--- src/rtl/addsub_accum_ctrl_pkg.sv ---
`default_nettype none
// ============================================================================
// Module      : addsub_accum_ctrl_pkg
// Description : Shared widths, latency and state encoding for the accumulator
//               sequencer.
// Revision    : 1.0 - initial release
// ============================================================================
package addsub_accum_ctrl_pkg;

  localparam int DEF_N   = 5;
  localparam int DP_LAT  = 2;
  localparam int STATE_W = 3;

  typedef enum logic [STATE_W-1:0] {
    IDLE  = 3'd0,
    PAIR  = 3'd1,
    ACCUM = 3'd2,
    DRAIN = 3'd3,
    DONE  = 3'd4
  } state_t;

endpackage
`default_nettype wire

--- src/rtl/addsub_accum_ctrl_if.sv ---
`default_nettype none
// ============================================================================
// Module      : addsub_accum_ctrl_if
// Description : Operand, result and datapath-side signals of the sequencer.
// Revision    : 1.0 - initial release
// ============================================================================
interface addsub_accum_ctrl_if
  import addsub_accum_ctrl_pkg::*;
#(
  parameter int n = DEF_N
) ();

  logic         op_valid;
  logic         op_ready;
  logic [n-1:0] op_data;
  logic         op_sub;
  logic         op_last;
  logic         res_valid;
  logic         res_ready;
  logic [n-1:0] res_data;
  logic         res_overflow;
  logic [n-1:0] dp_A;
  logic [n-1:0] dp_B;
  logic         dp_Sel;
  logic         dp_AddSub;
  logic [n-1:0] dp_Z;
  logic         dp_Overflow;

  // Environment side: operand source, result sink and the datapath instance.
  modport master (
    output op_valid, op_data, op_sub, op_last, res_ready, dp_Z, dp_Overflow,
    input  op_ready, res_valid, res_data, res_overflow,
           dp_A, dp_B, dp_Sel, dp_AddSub
  );

  modport slave (
    input  op_valid, op_data, op_sub, op_last, res_ready, dp_Z, dp_Overflow,
    output op_ready, res_valid, res_data, res_overflow,
           dp_A, dp_B, dp_Sel, dp_AddSub
  );

endinterface
`default_nettype wire

--- src/rtl/addsub_accum_ctrl.sv ---
`default_nettype none
// ============================================================================
// Module      : addsub_accum_ctrl
// Description : Feeds an operand stream through a registered add/sub datapath
//               and returns one signed sum plus sticky overflow per job.
// Revision    : 1.0 - initial release
// ============================================================================
module addsub_accum_ctrl
  import addsub_accum_ctrl_pkg::*;
#(
  parameter int n = DEF_N
) (
  input  wire logic         Clock,
  input  wire logic         Reset,
  addsub_accum_ctrl_if.slave bus
);

  localparam logic [DP_LAT-1:0] C_PV_TAIL = {1'b1, {(DP_LAT-1){1'b0}}};

  state_t            r_state;
  state_t            w_state_next;
  logic [n-1:0]      r_h;
  logic              r_sticky;
  logic              r_single;
  logic [DP_LAT-1:0] r_pv;
  logic              r_res_valid;
  logic [n-1:0]      r_res_data;
  logic              r_res_ovf;

  logic              w_op_ready;
  logic              w_accept;
  logic              w_issue;
  logic              w_finish;
  logic [n-1:0]      w_dp_a;
  logic [n-1:0]      w_dp_b;
  logic              w_dp_sel;
  logic              w_dp_sub;

  assign w_accept = bus.op_valid & w_op_ready;

  // Issue mux defaults to the bubble op, which re-adds zero to dp_Z.
  always_comb begin
    w_state_next = r_state;
    w_op_ready   = 1'b0;
    w_issue      = 1'b0;
    w_finish     = 1'b0;
    w_dp_a       = '0;
    w_dp_b       = '0;
    w_dp_sel     = 1'b1;
    w_dp_sub     = 1'b0;
    case (r_state)
      IDLE: begin
        w_op_ready = 1'b1;
        if (bus.op_valid)
          w_state_next = bus.op_last ? DRAIN : PAIR;
      end
      PAIR: begin
        w_op_ready = 1'b1;
        if (bus.op_valid) begin
          w_issue      = 1'b1;
          w_dp_a       = r_h;
          w_dp_b       = bus.op_data;
          w_dp_sel     = 1'b0;
          w_dp_sub     = bus.op_sub;
          w_state_next = bus.op_last ? DRAIN : ACCUM;
        end
      end
      ACCUM: begin
        w_op_ready = 1'b1;
        if (bus.op_valid) begin
          w_issue  = 1'b1;
          w_dp_b   = bus.op_data;
          w_dp_sub = bus.op_sub;
          if (bus.op_last)
            w_state_next = DRAIN;
        end
      end
      DRAIN: begin
        if (r_single) begin
          w_issue  = 1'b1;
          w_dp_a   = r_h;
          w_dp_sel = 1'b0;
        end else if (r_pv == C_PV_TAIL) begin
          // Only the final op is left in the pipe and its result is on dp_Z.
          w_finish     = 1'b1;
          w_state_next = DONE;
        end
      end
      DONE: begin
        if (bus.res_ready)
          w_state_next = IDLE;
      end
      default: w_state_next = IDLE;
    endcase
  end

  always_ff @(posedge Clock or posedge Reset) begin
    if (Reset) begin
      r_state     <= IDLE;
      r_h         <= '0;
      r_sticky    <= 1'b0;
      r_single    <= 1'b0;
      r_pv        <= '0;
      r_res_valid <= 1'b0;
      r_res_data  <= '0;
      r_res_ovf   <= 1'b0;
    end else begin
      r_state  <= w_state_next;
      r_single <= (r_state == IDLE) && w_accept && bus.op_last;
      r_pv     <= {r_pv[DP_LAT-2:0], w_issue};
      if ((r_state == IDLE) && w_accept) begin
        r_h      <= bus.op_data;
        r_sticky <= 1'b0;
      end else if (r_pv[DP_LAT-1]) begin
        r_sticky <= r_sticky | bus.dp_Overflow;
      end
      if (w_finish) begin
        r_res_valid <= 1'b1;
        r_res_data  <= bus.dp_Z;
        r_res_ovf   <= r_sticky | bus.dp_Overflow;
      end else if ((r_state == DONE) && bus.res_ready) begin
        r_res_valid <= 1'b0;
      end
    end
  end

  assign bus.op_ready     = w_op_ready;
  assign bus.res_valid    = r_res_valid;
  assign bus.res_data     = r_res_data;
  assign bus.res_overflow = r_res_ovf;
  assign bus.dp_A         = w_dp_a;
  assign bus.dp_B         = w_dp_b;
  assign bus.dp_Sel       = w_dp_sel;
  assign bus.dp_AddSub    = w_dp_sub;

endmodule
`default_nettype wire

--- src/flat_wrapper.sv ---
// flat-port wrapper written by rule: the top's interface ports become plain ports
module addsub_accum_ctrl_flat import addsub_accum_ctrl_pkg::*;
#(
  parameter int n = DEF_N
)
  (Clock, Reset, bus_op_valid, bus_op_data, bus_op_sub, bus_op_last, bus_res_ready, bus_dp_Z, bus_dp_Overflow, bus_op_ready, bus_res_valid, bus_res_data, bus_res_overflow, bus_dp_A, bus_dp_B, bus_dp_Sel, bus_dp_AddSub);
  addsub_accum_ctrl_if #(.n(n)) bus_i ();
  input  wire logic Clock;
  input  wire logic Reset;
  input wire logic [$bits(bus_i.op_valid)-1:0] bus_op_valid;
  input wire logic [$bits(bus_i.op_data)-1:0] bus_op_data;
  input wire logic [$bits(bus_i.op_sub)-1:0] bus_op_sub;
  input wire logic [$bits(bus_i.op_last)-1:0] bus_op_last;
  input wire logic [$bits(bus_i.res_ready)-1:0] bus_res_ready;
  input wire logic [$bits(bus_i.dp_Z)-1:0] bus_dp_Z;
  input wire logic [$bits(bus_i.dp_Overflow)-1:0] bus_dp_Overflow;
  output wire logic [$bits(bus_i.op_ready)-1:0] bus_op_ready;
  output wire logic [$bits(bus_i.res_valid)-1:0] bus_res_valid;
  output wire logic [$bits(bus_i.res_data)-1:0] bus_res_data;
  output wire logic [$bits(bus_i.res_overflow)-1:0] bus_res_overflow;
  output wire logic [$bits(bus_i.dp_A)-1:0] bus_dp_A;
  output wire logic [$bits(bus_i.dp_B)-1:0] bus_dp_B;
  output wire logic [$bits(bus_i.dp_Sel)-1:0] bus_dp_Sel;
  output wire logic [$bits(bus_i.dp_AddSub)-1:0] bus_dp_AddSub;
  assign bus_i.op_valid = bus_op_valid;
  assign bus_i.op_data = bus_op_data;
  assign bus_i.op_sub = bus_op_sub;
  assign bus_i.op_last = bus_op_last;
  assign bus_i.res_ready = bus_res_ready;
  assign bus_i.dp_Z = bus_dp_Z;
  assign bus_i.dp_Overflow = bus_dp_Overflow;
  assign bus_op_ready = bus_i.op_ready;
  assign bus_res_valid = bus_i.res_valid;
  assign bus_res_data = bus_i.res_data;
  assign bus_res_overflow = bus_i.res_overflow;
  assign bus_dp_A = bus_i.dp_A;
  assign bus_dp_B = bus_i.dp_B;
  assign bus_dp_Sel = bus_i.dp_Sel;
  assign bus_dp_AddSub = bus_i.dp_AddSub;
  addsub_accum_ctrl #(.n(n)) u_core (.Clock(Clock), .Reset(Reset), .bus(bus_i));
endmodule
--- config.mk ---
export PLATFORM = sky130hd
export DESIGN_NAME = addsub_accum_ctrl_flat
export DESIGN_NICKNAME = d
export VERILOG_FILES = /design/src/rtl/addsub_accum_ctrl_pkg.sv /design/src/rtl/addsub_accum_ctrl_if.sv /design/src/rtl/addsub_accum_ctrl.sv /design/src/flat_wrapper.sv
export SDC_FILE = /design/constraint.sdc
export NUM_CORES = 1
export LEC_CHECK = 0
export BUFFER_PORTS_ARGS = -buffer_cell sky130_fd_sc_hd__buf_2
export CAP_MARGIN = 20
export CELL_PAD_IN_SITES_DETAIL_PLACEMENT = 1
export CELL_PAD_IN_SITES_GLOBAL_PLACEMENT = 1
export CORE_ASPECT_RATIO = 1.75
export CORE_MARGIN = 2
export CORE_UTILIZATION = 30
export CTS_BUF_LIST = sky130_fd_sc_hd__clkbuf_16
export DETAILED_ROUTE_END_ITERATION = 8
export PLACE_DENSITY_LB_ADDON = 0.1
export SETUP_SLACK_MARGIN = 0.4
export SLEW_MARGIN = 20
export SYNTH_ARGS = -nofsm -noshare
export SYNTH_HDL_FRONTEND = slang
export SYNTH_SLANG_ARGS = --single-unit
export TNS_END_PERCENT = 50
--- constraint.sdc ---
create_clock -name Clock -period 3.4 [get_ports Clock]
set_input_delay 0.34 -clock Clock [delete_from_list [all_inputs] [get_ports Clock]]
set_output_delay 0.34 -clock Clock [all_outputs]
set_load 0.03 [all_outputs]
# After elaboration in Yosys (flattened, before gate mapping)
# Index checks and enable logic that the tools add are counted.
[word_totals]
elab_cells = 62
register_bits = 19
[classes]
bitwise_logic = 2
eq_ne = 12
n_mux = 31
n_reduce_logical = 9
[ops]
columns = ["operator", "count"]
rows = [
  ["2-to-1 mux 3 bit", 7],
  ["2-to-1 mux 5 bit", 4],
  ["2-to-1 mux 1 bit", 15],
  ["one-hot mux 3 bit (5 select lines)", 1],
  ["!= test 2 bit (second input constant)", 6],
  ["one-hot mux 5 bit (2 select lines)", 1],
  ["AND reduction 7 bit", 1],
  ["== test 3 x 2 -> 1 bit (second input constant)", 2],
  ["one-hot mux 1 bit (2 select lines)", 2],
  ["nonzero test 2 bit", 2],
  ["== test 3 x 1 -> 1 bit (second input constant)", 1],
  ["== test 3 bit (second input constant)", 1],
  ["logical AND 1 bit", 3],
  ["zero test 3 bit", 1],
  ["OR reduction 3 bit", 1],
  ["== test 2 bit (second input constant)", 1],
  ["2-to-1 mux 2 bit", 1],
  ["!= test 2 x 1 -> 1 bit (second input constant)", 1],
  ["OR reduction 2 bit", 1],
  ["bitwise AND 1 bit", 1],
  ["bitwise OR 1 bit", 1],
]

# Longest topological paths before layout
# Gate-level depths: netlist (run 1).
[depth]
depth_word = 6
depth_mapped = 4
mapped_depth_nobuf = 3

# Worst setup path after synthesis (run 1)
# Ideal clock, no wire load.
[synth_path]
path_kind = "register -> output"
startpoint = "register u_core.r_state[1]"
endpoint = "output bus_dp_A[0]"
t_required_ns = 3.060
n_path_buf = 0
arrival_time_ns = 1.219
stages_incl_launch_ff = 4
setup_slack_ns = 1.841
path_cell_list = "dfrtp_1 -> mux2_2 -> and3_1 -> and2_1"
[synth_between]
elab_chain_len = 2
elab_cells_between_ends = 3
[synth_rtl]
columns = ["item", "line", "text"]
rows = [
  ["start, declared", "addsub_accum_ctrl.sv:20", "state_t r_state;"],
  ["start signal, assigned", "addsub_accum_ctrl.sv:108", "r_state <= w_state_next;"],
  ["== test 3 x 2 -> 1 bit or == test 3 x 1 -> 1 bit (tied branches)", "addsub_accum_ctrl.sv:51", "case (r_state)"],
  ["one-hot mux 5 bit (2 select lines) (*)", "addsub_accum_ctrl.sv:51", ""],
  ["end, declared", "flat_wrapper.sv:21", "output wire logic [$bits(bus_i.dp_A)-1:0] bus_dp_A;"],
]
# Every way passes the cells marked *; elsewhere a longest branch is shown, timed or not.

# Worst setup path in the final report (run 1)
[layout_path]
startpoint = "register u_core.r_state[1]"
endpoint = "output bus_dp_A[3]"
# Same word-level chain as after synthesis.

==> qor.csv, run 1 <==
stage,metric,value,unit
outcome,status,"finished, final reports clean",
clock_network,max-clock-path-buffers,2,
clock_network,cts.hold.buffers_added,0,
layout,layout_common_cells,"buf_2, dfrtp_1, and2_1",
layout,area.sequential,475.5,sq um
worst_setup_path,critPathCaptureType,output pin,
layout,final_nets,140,
worst_setup_path,path_delay_family,flip-flops,
layout,final_common_cell,buf_2,
worst_setup_path,cp.arrival,1.86,ns
routing,ant_nets,0,
grt,first_global_vias,757,
sta,tns,0,ns
layout,finish.utilization,40.46,%
layout,fillers,371,
worst_setup_path,cp_slowest_stage_delay,0.61,ns
yosys,ys_types,24,
yosys,synth_area,944.7,sq um
routing,num_vias,752,
worst_setup_path,crit_type,flip-flop to output pin,
placement,place.port_buffers,36,
worst_setup_path,critPathRequiredTime,3.06,ns
sta,rsz0062_at_grt,no,
layout,n_antenna_cell,0,
clock_network,cts_tree,done,
grt,grt_max_degree,20,
sta,worst_pin_slew,0.7261,ns
routing,viasPerCell,4.558,
yosys,netlist_instances,85,
layout,final_area,0.001244,sq mm
placement,gp_congestion,0.6943,
sta,final_max_slew_viol_count,0,
sta,period_needed,2.202,ns
min_path,hold_path_class,input pin to async pin,
grt,grt_usage,13.58,%
floorplan,die_y,78.23,um
yosys,ys_seq_area_share,50.33,%
grt,grt-ovfl-total,0,
floorplan,io_pins,37,
routing,drc,0,
layout,syn2layout_area_growth,31.66,%
grt,grt_pass1_wl,3539,um
placement,post-dp-hpwl,1679,um
sta,fin_skew,0.006192,ns
routing,first_iter_violations,8,
yosys,synth_nets,102,
floorplan,die_x,46.42,um
placement,dp_slack,1.457,ns
clock_network,path_clk_slew,0.06,ns
clock_network,root_buffer,clkbuf_16,
floorplan,start_util,30.73,%
worst_setup_path,cp_max_fo,13,
routing,firstDrtPassIters,2,
sta,fin_ws,1.198,ns
power_and_ir_drop,ir_drop,0.3418,mV
sta,hold_viol,0,
placement,placed_area,0.001164,sq mm
worst_setup_path,cpMaxStageDelayCell,dfrtp_1,
power_and_ir_drop,power_density,965.0,mW/mm^2
clock_network,cts_setup_buffers,0,
clock_network,clkLatencyLatePin,0.25,ns
sta,max_clock_freq,454.2,MHz
floorplan,die_area,0.003631,sq mm
worst_setup_path,critPathBufInv,1,
routing,totalWireLength,2159,um
yosys,yosys_warnings,0,
clock_network,cts_made_buffers,3,
floorplan,coreArea,0.003074,sq mm
clock_network,cts_sinks,19,
yosys,synth.avg_cell_area,11.11,sq um
layout,multi_input_comb_area,435.4,sq um
sta,finalCritPeriodShare,64.75,%
floorplan,rows,27,
job,drv_cap,0,
yosys,ys_seq_elements,19,
layout,drive_above_1_share,44.26,%
clock_network,htreeDepth,1,
grt,antenna_found_initial,0,
sta,finalSetupViolations,0,
power_and_ir_drop,total_power,1.200,mW
routing,drt-wirelength-per-cell,13.08,um
power_and_ir_drop,p_leak,0.6093,nW
worst_setup_path,start_kind,flip-flop,
clock_network,cts_resized,0,
sta,slew_headroom,51.54,%
worst_setup_path,crit_chain,mux2_2 -> and3_1 -> and2_1 -> buf_2,
-- state kept, by name, summed over array words and instances, names as in the netlist --
name	cells
u_core.bus.res_data	5
u_core.bus.res_overflow	1
u_core.bus.res_valid	1
u_core.r_h	5
u_core.r_pv	2
u_core.r_single	1
u_core.r_state	3
u_core.r_sticky	1
-- kinds of logic (layout without fill, tap and decap cells) --
kind of cell           Yosys count  after routing  share of synthesized area, %
AND/OR/NAND/NOR                 32             32                         22.52
flip-flops                      19             19                         50.33
AO/OA/AOI/OAI                   13             13                         8.477
multiplexers                    12             12                         14.17
buffers and inverters            8             45                         3.576
XOR/XNOR                         1              1                        0.9273
-- Yosys cell counts --
master	count	area [sq um]
a21oi_1	6	30.03
nor3_1	2	10.01
o32ai_1	1	8.760
nand2_1	2	7.510
and4bb_4	1	16.27
and3_1	1	6.260
o21a_1	2	15.01
nor2b_1	2	12.51
and2_1	12	75.07
nor2_1	6	22.52
nor3b_1	1	7.510
o22a_1	1	8.760
o21ai_0	2	10.01
buf_2	3	15.01
nand3b_1	2	15.01
a21o_1	1	7.510
nor3_4	1	16.27
xnor2_1	1	8.760
mux2_2	11	123.9
mux2i_1	1	10.01
nand3_4	1	17.52
dfrtp_1	19	475.5
inv_1	5	18.77
nand2b_1	1	6.260
-- report_power, final --
group / switching [mW] / leakage, nW / internal, mW / total, mW
registers: 0.0992 / 0.228 / 0.329 / 0.428
logic: 0.309 / 0.340 / 0.220 / 0.530
clock network: 0.0845 / 0.0409 / 0.158 / 0.242
-- area by class of cell --
cell class | count | area share, %
Timing Repair Buffer | 36 | 14.49
Inverter | 5 | 1.509
Sequential cell | 19 | 38.23
Clock buffer | 3 | 6.036
Tap cell | 43 | 4.326
Multi-Input combinational cell | 58 | 35.01
Clock inverter | 1 | 0.4024
-- per-stage QoR --
step           hold slack (ns)  instances
2_1_floorplan           0.2911         85
3_3_place_gp            0.3614        161
3_5_place_dp            0.3631        161
4_1_cts                 0.2364        165
5_1_grt                 0.2809        165
6_report                0.1998        165
-- per-layer routing --
metal | track usage [%] | vias to the layer above | share of wire [%]
li1 | - | 366 | -
met1 | 16.37 | 362 | 39
met2 | 22.22 | 19 | 56
met3 | 2.069 | 5 | 3.1
met4 | 6.857 | 0 | 2.5
met5 | 0 | - | 0
-- worst paths after layout --
kind | startpoint | end | slack [ns] | cells after the start
max in group asynchronous | Reset | u_core.r_single | 2.73 | 2
hold / removal | Reset | u_core.bus.res_data[2] | 0.20 | 2
setup / recovery | u_core.r_state[1] | bus_dp_A[3] | 1.20 | 4
min in group Clock | bus_dp_Z[4] | u_core.bus.res_data[4] | 0.32 | 2
setup reg to reg | u_core.r_state[2] | u_core.r_h[3] | 1.84 | 3
hold reg to reg | u_core.r_pv[0] | u_core.r_pv[1] | 0.38 | 0
Note: power is estimated with default switching activity, not from simulation.
==> run 2, diff against run 1 <==
==> constraint.sdc (replaced) <==
create_clock -name Clock -period 2.2 [get_ports Clock]
set_input_delay 0.22 -clock Clock [delete_from_list [all_inputs] [get_ports Clock]]
set_output_delay 0.22 -clock Clock [all_outputs]
set_load 0.03 [all_outputs]
==> qor.csv, run 2 (synthesis results as in run 1) <==
stage,metric,value,unit
outcome,status,"finished, final reports clean",
floorplan,io_pins,37,
power_and_ir_drop,clkPwrFrac,19.2,%
worst_setup_path,cp_max_fo,6,
sta,period_needed,1.715,ns
routing,viasPerCell,4.343,
sta,final_max_slew_viol_count,0,
worst_setup_path,critPathRequiredTime,1.98,ns
floorplan,start_util,30.73,%
layout,n_antenna_cell,0,
floorplan,coreArea,0.003074,sq mm
sta,fin_skew,0.003374,ns
layout,final_common_cell,buf_2,
routing,firstDrtPassIters,3,
floorplan,die_y,78.23,um
grt,first_global_vias,750,
clock_network,path_clk_slew,0.05,ns
sta,rsz0062_at_grt,yes,
clock_network,cts_made_buffers,3,
power_and_ir_drop,ir_drop,0.7113,mV
layout,fillers,366,
power_and_ir_drop,seq_power_share,33.9,%
layout,syn2layout_area_growth,33.91,%
power_and_ir_drop,p_leak,0.6120,nW
job,drv_cap,0,
min_path,hold_path_class,input pin to async pin,
routing,num_vias,721,
floorplan,rows,27,
clock_network,cts.hold.buffers_added,0,
routing,totalWireLength,2065,um
routing,first_iter_violations,6,
layout,multi_input_comb_area,447.9,sq um
sta,hold_viol,0,
clock_network,cts_tree,done,
layout,layout_common_cells,"buf_2, dfrtp_1, and2_1",
clock_network,root_buffer,clkbuf_16,
routing,drt-wirelength-per-cell,12.44,um
grt,grt_usage,13.67,%
worst_setup_path,crit_type,flip-flop to output pin,
floorplan,die_x,46.42,um
layout,fin_cells,166,
power_and_ir_drop,p_comb_share,46.9,%
grt,grt_pass1_wl,3588,um
sta,max_clock_freq,583.1,MHz
grt,grt_max_degree,20,
clock_network,cts_sinks,19,
worst_setup_path,cp.arrival,1.50,ns
clock_network,cts_setup_buffers,0,
grt,grt-ovfl-total,0,
sta,finalCritPeriodShare,77.96,%
worst_setup_path,start_kind,flip-flop,
clock_network,htreeDepth,1,
grt,antenna_found_initial,0,
layout,drive_above_1_share,47.97,%
placement,post-dp-hpwl,1602,um
power_and_ir_drop,p_sw_share,40.56,%
sta,worst_pin_slew,0.7091,ns
layout,final_nets,141,
clock_network,max-clock-path-buffers,2,
sta,tns,0,ns
clock_network,clkLatencyLatePin,0.25,ns
power_and_ir_drop,p_int,1.114,mW
floorplan,die_area,0.003631,sq mm
placement,dp.cells,162,
routing,drc,0,
placement,place.port_buffers,36,
placement,gp_congestion,0.6879,
power_and_ir_drop,power.net_switching,0.7603,mW
worst_setup_path,critPathCaptureType,output pin,
layout,finish.utilization,41.15,%
sta,slew_headroom,52.67,%
sta,finalSetupViolations,0,
power_and_ir_drop,power_density,1482,mW/mm^2
routing,ant_nets,0,
layout,area.sequential,478.0,sq um
[run 2: cell types whose count changed in the layout (fill, tap and decap cells not counted), sizes merged]
cell,delta
buf,+1
clkinv,-1
inv,+1
[run 2: cell type report]
| type | instances | area share [%] |
|---|---|---|
| clock inverters | 1 | 0.2967 |
| well taps | 43 | 4.253 |
| inverters | 5 | 1.484 |
| repair buffers | 37 | 14.84 |
| multi-input cells | 58 | 35.41 |
| flip-flops and latches | 19 | 37.78 |
| clock buffers | 3 | 5.935 |
[run 2: power groups by stage]
stage / clock, mW / combinational (mW) / sequential (mW)
after CTS: 0.375 / 0.884 / 0.638
after detailed placement: 0 / 0.874 / 0.640
after floorplan: 0 / 0.564 / 0.715
after global routing: 0.393 / 0.961 / 0.668
final: 0.359 / 0.880 / 0.636
after global placement: 0 / 0.855 / 0.629
[run 2: what timing repair did]
action                                  in CTS  in global routing
pin swaps                                    0                  0
resized for setup                            4                  3
endpoints found under the setup margin      11                 11
[run 2: path summary, 6_finish.rpt]
path / start / end / slack [ns] / cells past startpoint
setup / recovery: u_core.r_state[1] / bus_dp_A[3] / 0.48 / 4
hold / removal: Reset / u_core.r_pv[0] / 0.09 / 2
setup reg to reg: u_core.r_state[2] / u_core.r_h[2] / 0.64 / 3
hold reg to reg: u_core.r_pv[0] / u_core.r_pv[1] / 0.39 / 0
max in group asynchronous: Reset / u_core.r_state[2] / 1.62 / 2
min in group Clock: bus_dp_Z[1] / u_core.bus.res_data[1] / 0.20 / 2
[run 2: layer usage]
layer  global-route usage (%)  vias up  share of wire, %
met5                        0        -                 0
met4                    6.857        0               1.4
met3                    2.299        2               3.8
met2                    21.94       16                54
met1                    16.79      341                40
li1                         -      362                 -
[run 2: critical path, cell delays in order, from the launching register on]
cell and delay [ns]:
dfrtp_1 0.35, mux2_2 0.36, and3_4 0.21, and2_1 0.16, buf_2 0.17
[run 2: per-stage QoR]
step | instance area [sq um] | hold WS (ns) | setup slack, ns | power (mW)
5_1_grt | 1265 | 0.1579 | 0.3909 | 2.022
3_3_place_gp | 1171 | 0.3552 | 0.5900 | 1.484
2_1_floorplan | 944.7 | 0.1711 | 0.7606 | 1.280
6_report | 1265 | 0.08687 | 0.4849 | 1.875
4_1_cts | 1256 | 0.1218 | 0.4105 | 1.897
3_5_place_dp | 1171 | 0.3601 | 0.5435 | 1.514
